===== src/rtl/bus_arbiter.sv =====
// Two-master round-robin bus arbiter/sequencer with bounded burst lock.
// One transfer at a time; read data is captured the cycle after the read strobe.

module bus_arbiter_checker (
    input logic clk,
    input logic rst_n,
    input logic bus_re,
    input logic bus_we,
    input logic bus_oe,
    input logic m0_gnt,
    input logic m1_gnt
);

    a_strobe_excl: assert property (@(posedge clk) disable iff (!rst_n) !(bus_re && bus_we));
    a_gnt_onehot0: assert property (@(posedge clk) disable iff (!rst_n) !(m0_gnt && m1_gnt));
    a_oe_follows_we: assert property (@(posedge clk) disable iff (!rst_n) (bus_oe == bus_we));

endmodule

module bus_arbiter #(
    parameter int ADDR_W   = 16,
    parameter int DATA_W   = 8,
    parameter int MAX_HOLD = 4
) (
    input  logic              clk,
    input  logic              rst_n,
    input  logic              m0_req,
    input  logic              m0_we,
    input  logic [ADDR_W-1:0] m0_addr,
    input  logic [DATA_W-1:0] m0_wdata,
    input  logic              m0_lock,
    output logic              m0_gnt,
    output logic              m0_done,
    output logic [DATA_W-1:0] m0_rdata,
    input  logic              m1_req,
    input  logic              m1_we,
    input  logic [ADDR_W-1:0] m1_addr,
    input  logic [DATA_W-1:0] m1_wdata,
    input  logic              m1_lock,
    output logic              m1_gnt,
    output logic              m1_done,
    output logic [DATA_W-1:0] m1_rdata,
    output logic [ADDR_W-1:0] bus_addr,
    output logic              bus_re,
    output logic              bus_we,
    output logic              bus_oe,
    output logic [DATA_W-1:0] bus_wdata,
    input  logic [DATA_W-1:0] bus_rdata,
    output logic              owner
);

    typedef enum logic [1:0] {
        ST_IDLE  = 2'd0,
        ST_CMD   = 2'd1,
        ST_RDATA = 2'd2,
        ST_DONE  = 2'd3
    } state_t;

    localparam int HOLD_W = (MAX_HOLD > 1) ? $clog2(MAX_HOLD) : 1;

    state_t            state_r;
    logic              last_served_r;
    logic              we_r;
    logic [HOLD_W-1:0] hold_cnt_r;

    logic              arb_valid_s;
    logic              arb_mst_s;
    logic              arb_keep_s;
    logic              prev_s;
    logic              own_req_s;
    logic              own_lock_s;
    logic              sel_we_s;
    logic [ADDR_W-1:0] sel_addr_s;
    logic [DATA_W-1:0] sel_wdata_s;

    // Choose the next owner from requests sampled in IDLE or DONE
    always_comb begin
        arb_valid_s = 1'b0;
        arb_mst_s   = 1'b0;
        arb_keep_s  = 1'b0;
        // In DONE the current owner becomes last_served at this same edge
        prev_s      = (state_r == ST_DONE) ? owner : last_served_r;
        own_req_s   = owner ? m1_req  : m0_req;
        own_lock_s  = owner ? m1_lock : m0_lock;
        if ((state_r == ST_DONE) && own_req_s && own_lock_s &&
            (int'(hold_cnt_r) < (MAX_HOLD - 1))) begin
            arb_valid_s = 1'b1;
            arb_mst_s   = owner;
            arb_keep_s  = 1'b1;
        end else if (m0_req && m1_req) begin
            arb_valid_s = 1'b1;
            arb_mst_s   = ~prev_s;
        end else if (m0_req) begin
            arb_valid_s = 1'b1;
            arb_mst_s   = 1'b0;
        end else if (m1_req) begin
            arb_valid_s = 1'b1;
            arb_mst_s   = 1'b1;
        end else begin
            arb_valid_s = 1'b0;
        end
    end

    // Winner's transfer attributes, latched at grant
    always_comb begin
        sel_we_s    = 1'b0;
        sel_addr_s  = '0;
        sel_wdata_s = '0;
        if (arb_mst_s) begin
            sel_we_s    = m1_we;
            sel_addr_s  = m1_addr;
            sel_wdata_s = m1_wdata;
        end else begin
            sel_we_s    = m0_we;
            sel_addr_s  = m0_addr;
            sel_wdata_s = m0_wdata;
        end
    end

    // Sequencer: state, ownership, bus phase and per-master results
    always_ff @(posedge clk or negedge rst_n) begin
        if (!rst_n) begin
            state_r       <= ST_IDLE;
            last_served_r <= 1'b1;
            we_r          <= 1'b0;
            hold_cnt_r    <= '0;
            owner         <= 1'b0;
            m0_gnt        <= 1'b0;
            m1_gnt        <= 1'b0;
            m0_done       <= 1'b0;
            m1_done       <= 1'b0;
            m0_rdata      <= '0;
            m1_rdata      <= '0;
            bus_addr      <= '0;
            bus_wdata     <= '0;
            bus_re        <= 1'b0;
            bus_we        <= 1'b0;
            bus_oe        <= 1'b0;
        end else begin
            m0_done <= 1'b0;
            m1_done <= 1'b0;
            bus_re  <= 1'b0;
            bus_we  <= 1'b0;
            bus_oe  <= 1'b0;
            case (state_r)
                ST_IDLE, ST_DONE: begin
                    if (state_r == ST_DONE) begin
                        last_served_r <= owner;
                    end
                    if (arb_valid_s) begin
                        state_r    <= ST_CMD;
                        owner      <= arb_mst_s;
                        m0_gnt     <= ~arb_mst_s;
                        m1_gnt     <= arb_mst_s;
                        we_r       <= sel_we_s;
                        bus_addr   <= sel_addr_s;
                        bus_wdata  <= sel_wdata_s;
                        bus_we     <= sel_we_s;
                        bus_oe     <= sel_we_s;
                        bus_re     <= ~sel_we_s;
                        hold_cnt_r <= arb_keep_s ? (hold_cnt_r + HOLD_W'(1)) : '0;
                    end else begin
                        state_r <= ST_IDLE;
                        m0_gnt  <= 1'b0;
                        m1_gnt  <= 1'b0;
                    end
                end
                ST_CMD: begin
                    if (we_r) begin
                        state_r <= ST_DONE;
                        m0_done <= ~owner;
                        m1_done <= owner;
                    end else begin
                        state_r <= ST_RDATA;
                    end
                end
                ST_RDATA: begin
                    state_r <= ST_DONE;
                    m0_done <= ~owner;
                    m1_done <= owner;
                    if (owner) begin
                        m1_rdata <= bus_rdata;
                    end else begin
                        m0_rdata <= bus_rdata;
                    end
                end
                default: begin
                    state_r <= ST_IDLE;
                    m0_gnt  <= 1'b0;
                    m1_gnt  <= 1'b0;
                end
            endcase
        end
    end

    bus_arbiter_checker u_checker (
        .clk    (clk),
        .rst_n  (rst_n),
        .bus_re (bus_re),
        .bus_we (bus_we),
        .bus_oe (bus_oe),
        .m0_gnt (m0_gnt),
        .m1_gnt (m1_gnt)
    );

endmodule

===== config.mk =====
export PLATFORM = sky130hd
export DESIGN_NAME = bus_arbiter
export DESIGN_NICKNAME = d
export VERILOG_FILES = /design/src/rtl/bus_arbiter.sv
export SDC_FILE = /design/constraint.sdc
export NUM_CORES = 1
export LEC_CHECK = 0
export ABC_AREA = 0
export CAP_MARGIN = 20
export CORE_ASPECT_RATIO = 1.5
export CORE_MARGIN = 2
export CORE_UTILIZATION = 30
export CTS_BUF_LIST = sky130_fd_sc_hd__clkbuf_8
export DETAILED_ROUTE_END_ITERATION = 7
export GPL_TIMING_DRIVEN = 0
export MAX_ROUTING_LAYER = met4
export PLACE_DENSITY_LB_ADDON = 0.05
export SYNTH_ARGS = -nofsm -noshare
export SYNTH_HDL_FRONTEND = slang
export SYNTH_SLANG_ARGS = --single-unit

===== constraint.sdc =====
create_clock -name clk -period 3.5 [get_ports clk]
set_input_delay 0.7 -clock clk [delete_from_list [all_inputs] [get_ports clk]]
set_output_delay 0.7 -clock clk [all_outputs]
set_load 0.005 [all_outputs]

==> results of run 1 <==
## routing by layer
layer / share of wire, % / global-route usage (%)
met2: 53 / 26.3
met3: 5.1 / 3.07
met1: 40 / 16.2
met5: 0 / -
met4: 1.1 / 4.83
## final timing paths
kind / end / depth (start not counted)
max in group asynchronous: bus_addr[3] / 2
hold / removal: m0_done / 1
min in group clk: hold_cnt_r[1] / 2
hold reg to reg: hold_cnt_r[1] / 2
setup / recovery: bus_addr[15] / 6
setup reg to reg: bus_addr[15] / 8
## cell usage in the layout, fill, tap and decap left out, types with 2 or more instances in the layout
cell and instances:
sky130_fd_sc_hd__clkbuf_1 3, sky130_fd_sc_hd__dfrtp_1 52, sky130_fd_sc_hd__clkbuf_8 6, sky130_fd_sc_hd__a22oi_1 6, sky130_fd_sc_hd__nand3_1 2, sky130_fd_sc_hd__nor3_1 3, sky130_fd_sc_hd__a21oi_1 2, sky130_fd_sc_hd__mux2i_1 25
sky130_fd_sc_hd__mux2_2 17, sky130_fd_sc_hd__nand2_1 6, sky130_fd_sc_hd__a22oi_2 19, sky130_fd_sc_hd__inv_1 7, sky130_fd_sc_hd__buf_2 5, sky130_fd_sc_hd__nor2b_1 2, sky130_fd_sc_hd__buf_6 2, sky130_fd_sc_hd__nor2_1 24
sky130_fd_sc_hd__clkdlybuf4s50_1 110, sky130_fd_sc_hd__buf_8 2, sky130_fd_sc_hd__buf_4 4, sky130_fd_sc_hd__o21ai_0 3, sky130_fd_sc_hd__ha_1 4
## final cells by class
class                      count  area [um2]
fill                         828        4390
sequential                    53        1330
timing repair buffer         112        1130
multi-input combinational    126        1080
tap                          107         134
buffer                        15         114
clock buffer                   6        82.6
clock inverter                 2        37.5
inverter                       7        26.3
## logic make-up (layout without fill, tap and decap cells)
kind of cell	Yosys count	count (layout)	synth area share (%)
buffers and inverters	22	142	5.51
and+or+nand+nor	43	43	8.12
DFF	53	53	52.2
AOI/OAI and AO/OA	37	37	14.9
muxes	42	42	17.4
adders and majority gates	4	4	1.97
## flip-flops by register name, indices dropped and copies added, names as in the netlist, 2 cells and up
register	cells
bus_addr	16
bus_wdata	8
m0_rdata	8
m1_rdata	8
hold_cnt_r	2
state_r	2
## power breakdown
part           total (mW)  internal (mW)  switching [mW]
Clock               0.439          0.233           0.206
Combinational        2.11           1.21           0.894
Sequential           1.09          0.935           0.158
Total                3.64           2.38            1.26
## critical path: cells and delay by family
kind	cells	cell delay, ps
buffers and inverters	3	1130
AOI/OAI and AO/OA	2	390
and+or+nand+nor	1	120
==> summary by stage, run 1 <==
Clock tree
For the worst-skew pair, the clock arrives at the later sink with an insertion delay of 310 ps. The root buffer selected by CTS is sky130_fd_sc_hd__clkbuf_8. The total number of H-tree levels is 2. The count of hold-fix buffers inserted at cts is 0. Buffers inserted during clock tree synthesis total 5. After clock tree synthesis, the repair step resized 0 gates. TritonCTS built the clock tree. Clock tree synthesis found a total of between 50 and 60 sinks. The longest clock path from root to sink contains 2 buffers. In this run the post-CTS setup repair buffer count came out at 0.

Clock-pin slew was measured on the worst setup and hold paths at 90 ps.

Place
The post-place setup slack is between 1000 and 1500 ps. The area of placed instances is approximately 0.0038 mm2. The count of buffers from port buffering is between 100 and 150. The cell total after placement is 420. The final RePlAce weighted congestion is 0.689. Detailed placement finished with a half-perimeter wire length of roughly 5.0 mm.

Timing
For the final database, setup skew stands at 2.92 ps. Setup violations remaining at the end of the flow were counted as 0. The final max-slew violation count is 0. The highest clock rate is 476 MHz. For the pin with the worst max-slew slack, the measured transition is 541 ps. The post-route worst setup slack is 1400 ps. The number of hold violations in the final report is 0. After layout, the minimum clock period comes to 2100 ps. The worst-case hold slack is ~330 ps. The post-route clock period utilization is 60.1%. Setup repair after global routing left no endpoint under its margin. Summed over all failing endpoints, the final setup total negative slack is 0 ps. The remaining max-slew budget at the tightest pin is 63.9%.

Synth
For this run, the number of Yosys warnings is 0. The most repeated cell in the gate-level netlist after synthesis is sky130_fd_sc_hd__dfrtp_1. The share of the Yosys chip area taken by registers is 52.2%. The number of instances in the synthesized netlist is 201. Synthesis produced a netlist with a net count of 269.

Counting flops with a built-in enable in the synthesized netlist gives 0. The number of synthesized register bits is between 50 and 60. The cell accounting for the most synthesized area is sky130_fd_sc_hd__dfrtp_1. After synthesis, the cell types taking the most area are sky130_fd_sc_hd__dfrtp_1 51%, sky130_fd_sc_hd__mux2i_1 9.8%, sky130_fd_sc_hd__a22oi_2 9.3%. The average cell area after synthesis is approximately 13 um2.

The dominant register cell in the synthesized netlist is sky130_fd_sc_hd__dfrtp_1. By count the netlist is led by 52 x sky130_fd_sc_hd__dfrtp_1, 25 x sky130_fd_sc_hd__mux2i_1, 24 x sky130_fd_sc_hd__nor2_1. The area of the mapped netlist is approximately 0.0025 mm2.

The top cell type's share of synthesized area is 51.2%. The number of library cell types mapped by synthesis is 33. The proportion of register bits with asynchronous set or reset after synthesis is 100%.

Worst setup path
STA classifies the critical path endpoint as a flip-flop. The required time of the critical path is 3740 ps. The maximum fanout encountered on the critical timing path is 10. The cell at the slowest stage of the critical path is sky130_fd_sc_hd__clkdlybuf4s50_1.

The launching element type of the critical path is an input port. The critical path class is in -> reg. For the worst setup path, the data arrival time is 2340 ps. On the worst path, the slowest cell contributes a delay of 490 ps. The start of the worst register-to-register path is state_r[0]. The beginning of the critical path is m1_req. Traced cell by cell, the critical path runs through clkdlybuf4s50_1 > o21ai_2 > buf_4 > clkbuf_1 > nor2_1 > a22oi_2. The worst reg-to-reg setup slack is 1540 ps.

Routing
The wire length after detailed routing is roughly 6.4 mm. In the final routed layout, each cell accounts on average for 15.0 um. The count of vias placed by the detailed router is around 2,000. The number of remaining DRC errors is 0. The first routing iteration left 61 violations. The count of TritonRoute iterations in the first routing pass is 4. In this run the remaining antenna-violating nets after routing total 0.

Dividing the detail-routed via count by the number of cells gives 4.69.

Finish
Measured on the finished design, the core utilization comes to between 40% and 50%. Once layout is complete, the cells apart from fillers number 428. The finished cells cover 0.00392 mm2. From synthesis to final layout, the design area changed by 54.3%. The number of antenna diodes in the final layout is 0. After the last flow step, the layout net total stands at 388. In the final layout, the share of cells above drive strength 1 is 20.6%.

Floorplanning
From left edge to right edge, the die measures between 70 and 80 um. The die covers 0.00925 mm2. The height of the die is ~120 um. The area of the placeable core is 0.00831 mm2. The starting utilization of the core area is 30.6%. In this run the count of I/O pins placed on the die edge is 112.

The floorplan has 41 rows.

Global routing
The first global-routing pass estimated 10.2 mm of wire. Entering global routing, the biggest net connects 36 pins. The remaining global-route overflow is 0. The initial antenna violation count is 0.

The total track usage is between 10% and 20%. The via count of the first global-routing pass is about 2,100.

Power
The worst-case IR drop observed on VDD is 0.389 mV. The ratio of total power to cell area is a little over 900 mW/mm2. The completed layout was analyzed and its total power is 3.64 mW. The static power due to leakage is 1.68 nW.

Min path
The type of the tightest min-delay check is in -> async.

Job
Max-cap violations in this run came to 0.

Outcome
The flow ran to the end, and the final reports show no timing, DRC or antenna violations.
Note: power is estimated with default switching activity, not from simulation.
==> inputs of run 2 (changes only) <==
Clock period 3.5 ns to 1.9 ns, I/O delays scaled along.
==> summary by stage, run 2 (synthesis results as in run 1) <==
Timing
Setup repair after global routing could not meet its margin everywhere. Setup violations remaining at the end of the flow were counted as 0. The highest clock rate is between 500 and 600 MHz. The remaining max-slew budget at the tightest pin is 63.8%. The transition time of the tightest slew-check pin is 543 ps.

After layout, the minimum clock period comes to about 1800 ps. The clock tree skew after final layout is 3.38 ps. The number of hold violations in the final report is 0. The post-route worst setup slack is 114 ps.

The final critical path takes up 94.0% of the cycle. The final sum of negative setup slack is 0 ps. The final max-slew violation count came to 0.

Hold timing on the final database bottoms out at a slack of 7.19 ps.

Place
The final RePlAce weighted congestion is 0.689. The count of buffers from port buffering is 111. The placed instances occupy a cell area of between 0.003 and 0.004 mm2. The HPWL after detailed placement is 4.97 mm. Before CTS, the worst setup slack after placement is -261 ps. The cell total after placement is 420.

Global routing
The wire length of the first global-routing pass is 10.2 mm. Global routing used 16.1% of the available met1 tracks. The pin count of the biggest net entering global routing is 36. In the global route stage, met3 resource usage came out at 3.07%. The global-route met2 utilization is 26.5%. After global routing the overflow that remains totals 0. The via count of the first global-routing pass is around 2,200. The total track usage is 14.7%. The initial antenna violation count is 0.

After global routing, the most crowded layer is met2.

Floorplanning
The floorplan step defined a die boundary enclosing 0.00925 mm2. The number of placement rows is 41. The starting utilization of the core area is between 30 and 40%.

The height of the die is 117 um. The floorplan step set the die width to 79.2 um. The area of the placeable core is 0.00831 mm2.

For this design the top-level I/O count stands at ~110.

Worst setup path
The startpoint identified for the worst register-to-register timing path is state_r[0]. The launching element type of the critical path is a flip-flop. The number of cells on the worst reg-to-reg path is 8.

The critical path class is reg -> reg. Of all nets on the critical path, the largest fanout is 10. The kind of capture point of the worst setup path is a flip-flop. The required time of the critical path is about 2100 ps. Data on the critical path arrives at its endpoint at 2030 ps. The endpoint of the worst-slack reg-to-reg timing path is bus_wdata[5]. The worst reg-to-reg setup slack is 110 ps.

Routing
The routed layout has 2,012 vias. For this run, the detailed router's first-pass iteration total came to 3. In this run the remaining antenna-violating nets after routing total 0. The post-detailed-route via-to-cell ratio is between 4 and 5. The number of remaining DRC errors is 0. The DRC violation total after the first TritonRoute iteration is 49. The wire length after detailed routing is 6.42 mm. The wire length per cell is 14.9 um.

Clock tree
The CTS tree is built. The root buffer selected by CTS is sky130_fd_sc_hd__clkbuf_8. Clock latency on the worst-skew pair, taken at its later pin, is just over 300 ps. Clock-pin slew was measured on the worst setup and hold paths at 90 ps. Counting the buffers created by CTS gives 5.

The worst-case clock buffer depth is 2. The number of sinks handled by clock tree synthesis is 53. The clock tree synthesis step divided the H-tree into 2 levels.

Finish
The filler cells instantiated in the layout total 824. The most flop-heavy register is bus_addr. The layout overhead on the synthesized area is 56.3%. The finished cells cover 0.00398 mm2.

The fraction of final layout cells sized beyond drive strength 1 is 22.0%. For this run, the post-layout net count is 390. Leaving out fill and tap cells, the most frequent cells in the layout are 110 x sky130_fd_sc_hd__clkdlybuf4s50_1, 52 x sky130_fd_sc_hd__dfrtp_1, 25 x sky130_fd_sc_hd__mux2i_1.

Leaving out fill and tap cells, the most frequent cell in the layout is sky130_fd_sc_hd__clkdlybuf4s50_1. The number of flip-flops under the largest register name is 16. For this run, the number of standard cells in the final layout without fillers is 430. The sequential cells in the finished layout cover a total of roughly 0.0013 mm2.

0 antenna diodes ended up in the layout. Summing all multi-input logic gate instances after layout gives around 0.0011 mm2.

Power
IR analysis of the VDD net gives a maximum drop of 0.716 mV. The total net switching power is 2.34 mW. The share of total power dissipated in sequential elements is between 20 and 30%. The combinational power share is 58.9%. The clock power share is 11.8%. The analysis attributes to cell leakage a power of 1.71 nW. The ratio of total power to cell area is 1730 mW/mm2.

The internal power is ~4.5 mW. The switching portion of total power is 34.1%.

Min path
The type of the tightest min-delay check is in -> async.

Outcome
The run finished with clean final reports.

Job
The tool flagged a number of max-cap violations equal to 0.
==> run 2: per-stage QoR <==
step / utilization (%) / power (mW)
floorplan: - / 4.34
global placement: 45.6 / 5.99
detailed placement: 45.8 / 6.02
CTS: 47.3 / 6.88
global route: 47.8 / 7.40
finish: 47.8 / 6.86
==> run 2: final cells by class <==
type                    instances  area share, %
multi-input cells             126           27.3
clock inverters                 2          0.944
well taps                     107           3.37
clock buffers                   6           2.08
inverters                       7          0.661
plain buffers                  15           3.59
flip-flops and latches         53           33.4
repair buffers                114           28.7
==> run 2: worst max path at each step <==
stage	start	to	slack (ps)
finish	state_r[0]	bus_wdata[5]	110
global route	state_r[0]	bus_addr[2]	-20
CTS	state_r[0]	bus_addr[3]	20
detailed placement	m1_req	bus_addr[15]	-260
global placement	rst_n	bus_addr[2]	-1340
floorplan	state_r[0]	bus_addr[0]	250
==> run 2: what timing repair did <==
action | in CTS | in global routing
gates cloned | 0 | 0
resized for setup | 3 | 12
pin swaps | 0 | 0
setup buffers | 0 | 2
hold buffers | 0 | 0
endpoints found under the setup margin | 23 | 21
hold endpoints to repair | 0 | 0
==> run 2: power groups by stage <==
stage	Combinational (mW)	Clock (mW)	Sequential [mW]
2_1_floorplan	2.28	0	2.06
3_3_place_gp	3.96	0	2.03
3_5_place_dp	3.98	0	2.05
4_1_cts	4.00	0.848	2.03
5_1_grt	4.43	0.888	2.09
6_report	4.04	0.807	2.01
==> run 2: worst max-delay path, stage by stage (launching register included) <==
cell and delay, ps:
sky130_fd_sc_hd__dfrtp_1 390, sky130_fd_sc_hd__inv_1 50, sky130_fd_sc_hd__ha_1 260, sky130_fd_sc_hd__clkbuf_4 180
sky130_fd_sc_hd__o21ai_2 110, sky130_fd_sc_hd__a41oi_2 210, sky130_fd_sc_hd__nand2_2 160, sky130_fd_sc_hd__buf_6 200
sky130_fd_sc_hd__a22oi_2 150
==> run 2: metal layers <==
| metal | part of all wire (%) | up-vias |
|---|---|---|
| met5 | 0 | - |
| met1 | 40 | 979 |
| met2 | 53 | 76 |
| met3 | 5.1 | 7 |
| li1 | - | 950 |
| met4 | 1.1 | 0 |
==> inputs of run 3 (changes only) <==
Settings changed: TNS_END_PERCENT set to 20.
==> results of run 3 <==
Final layout, timing and power as in run 2 (identical DEF).
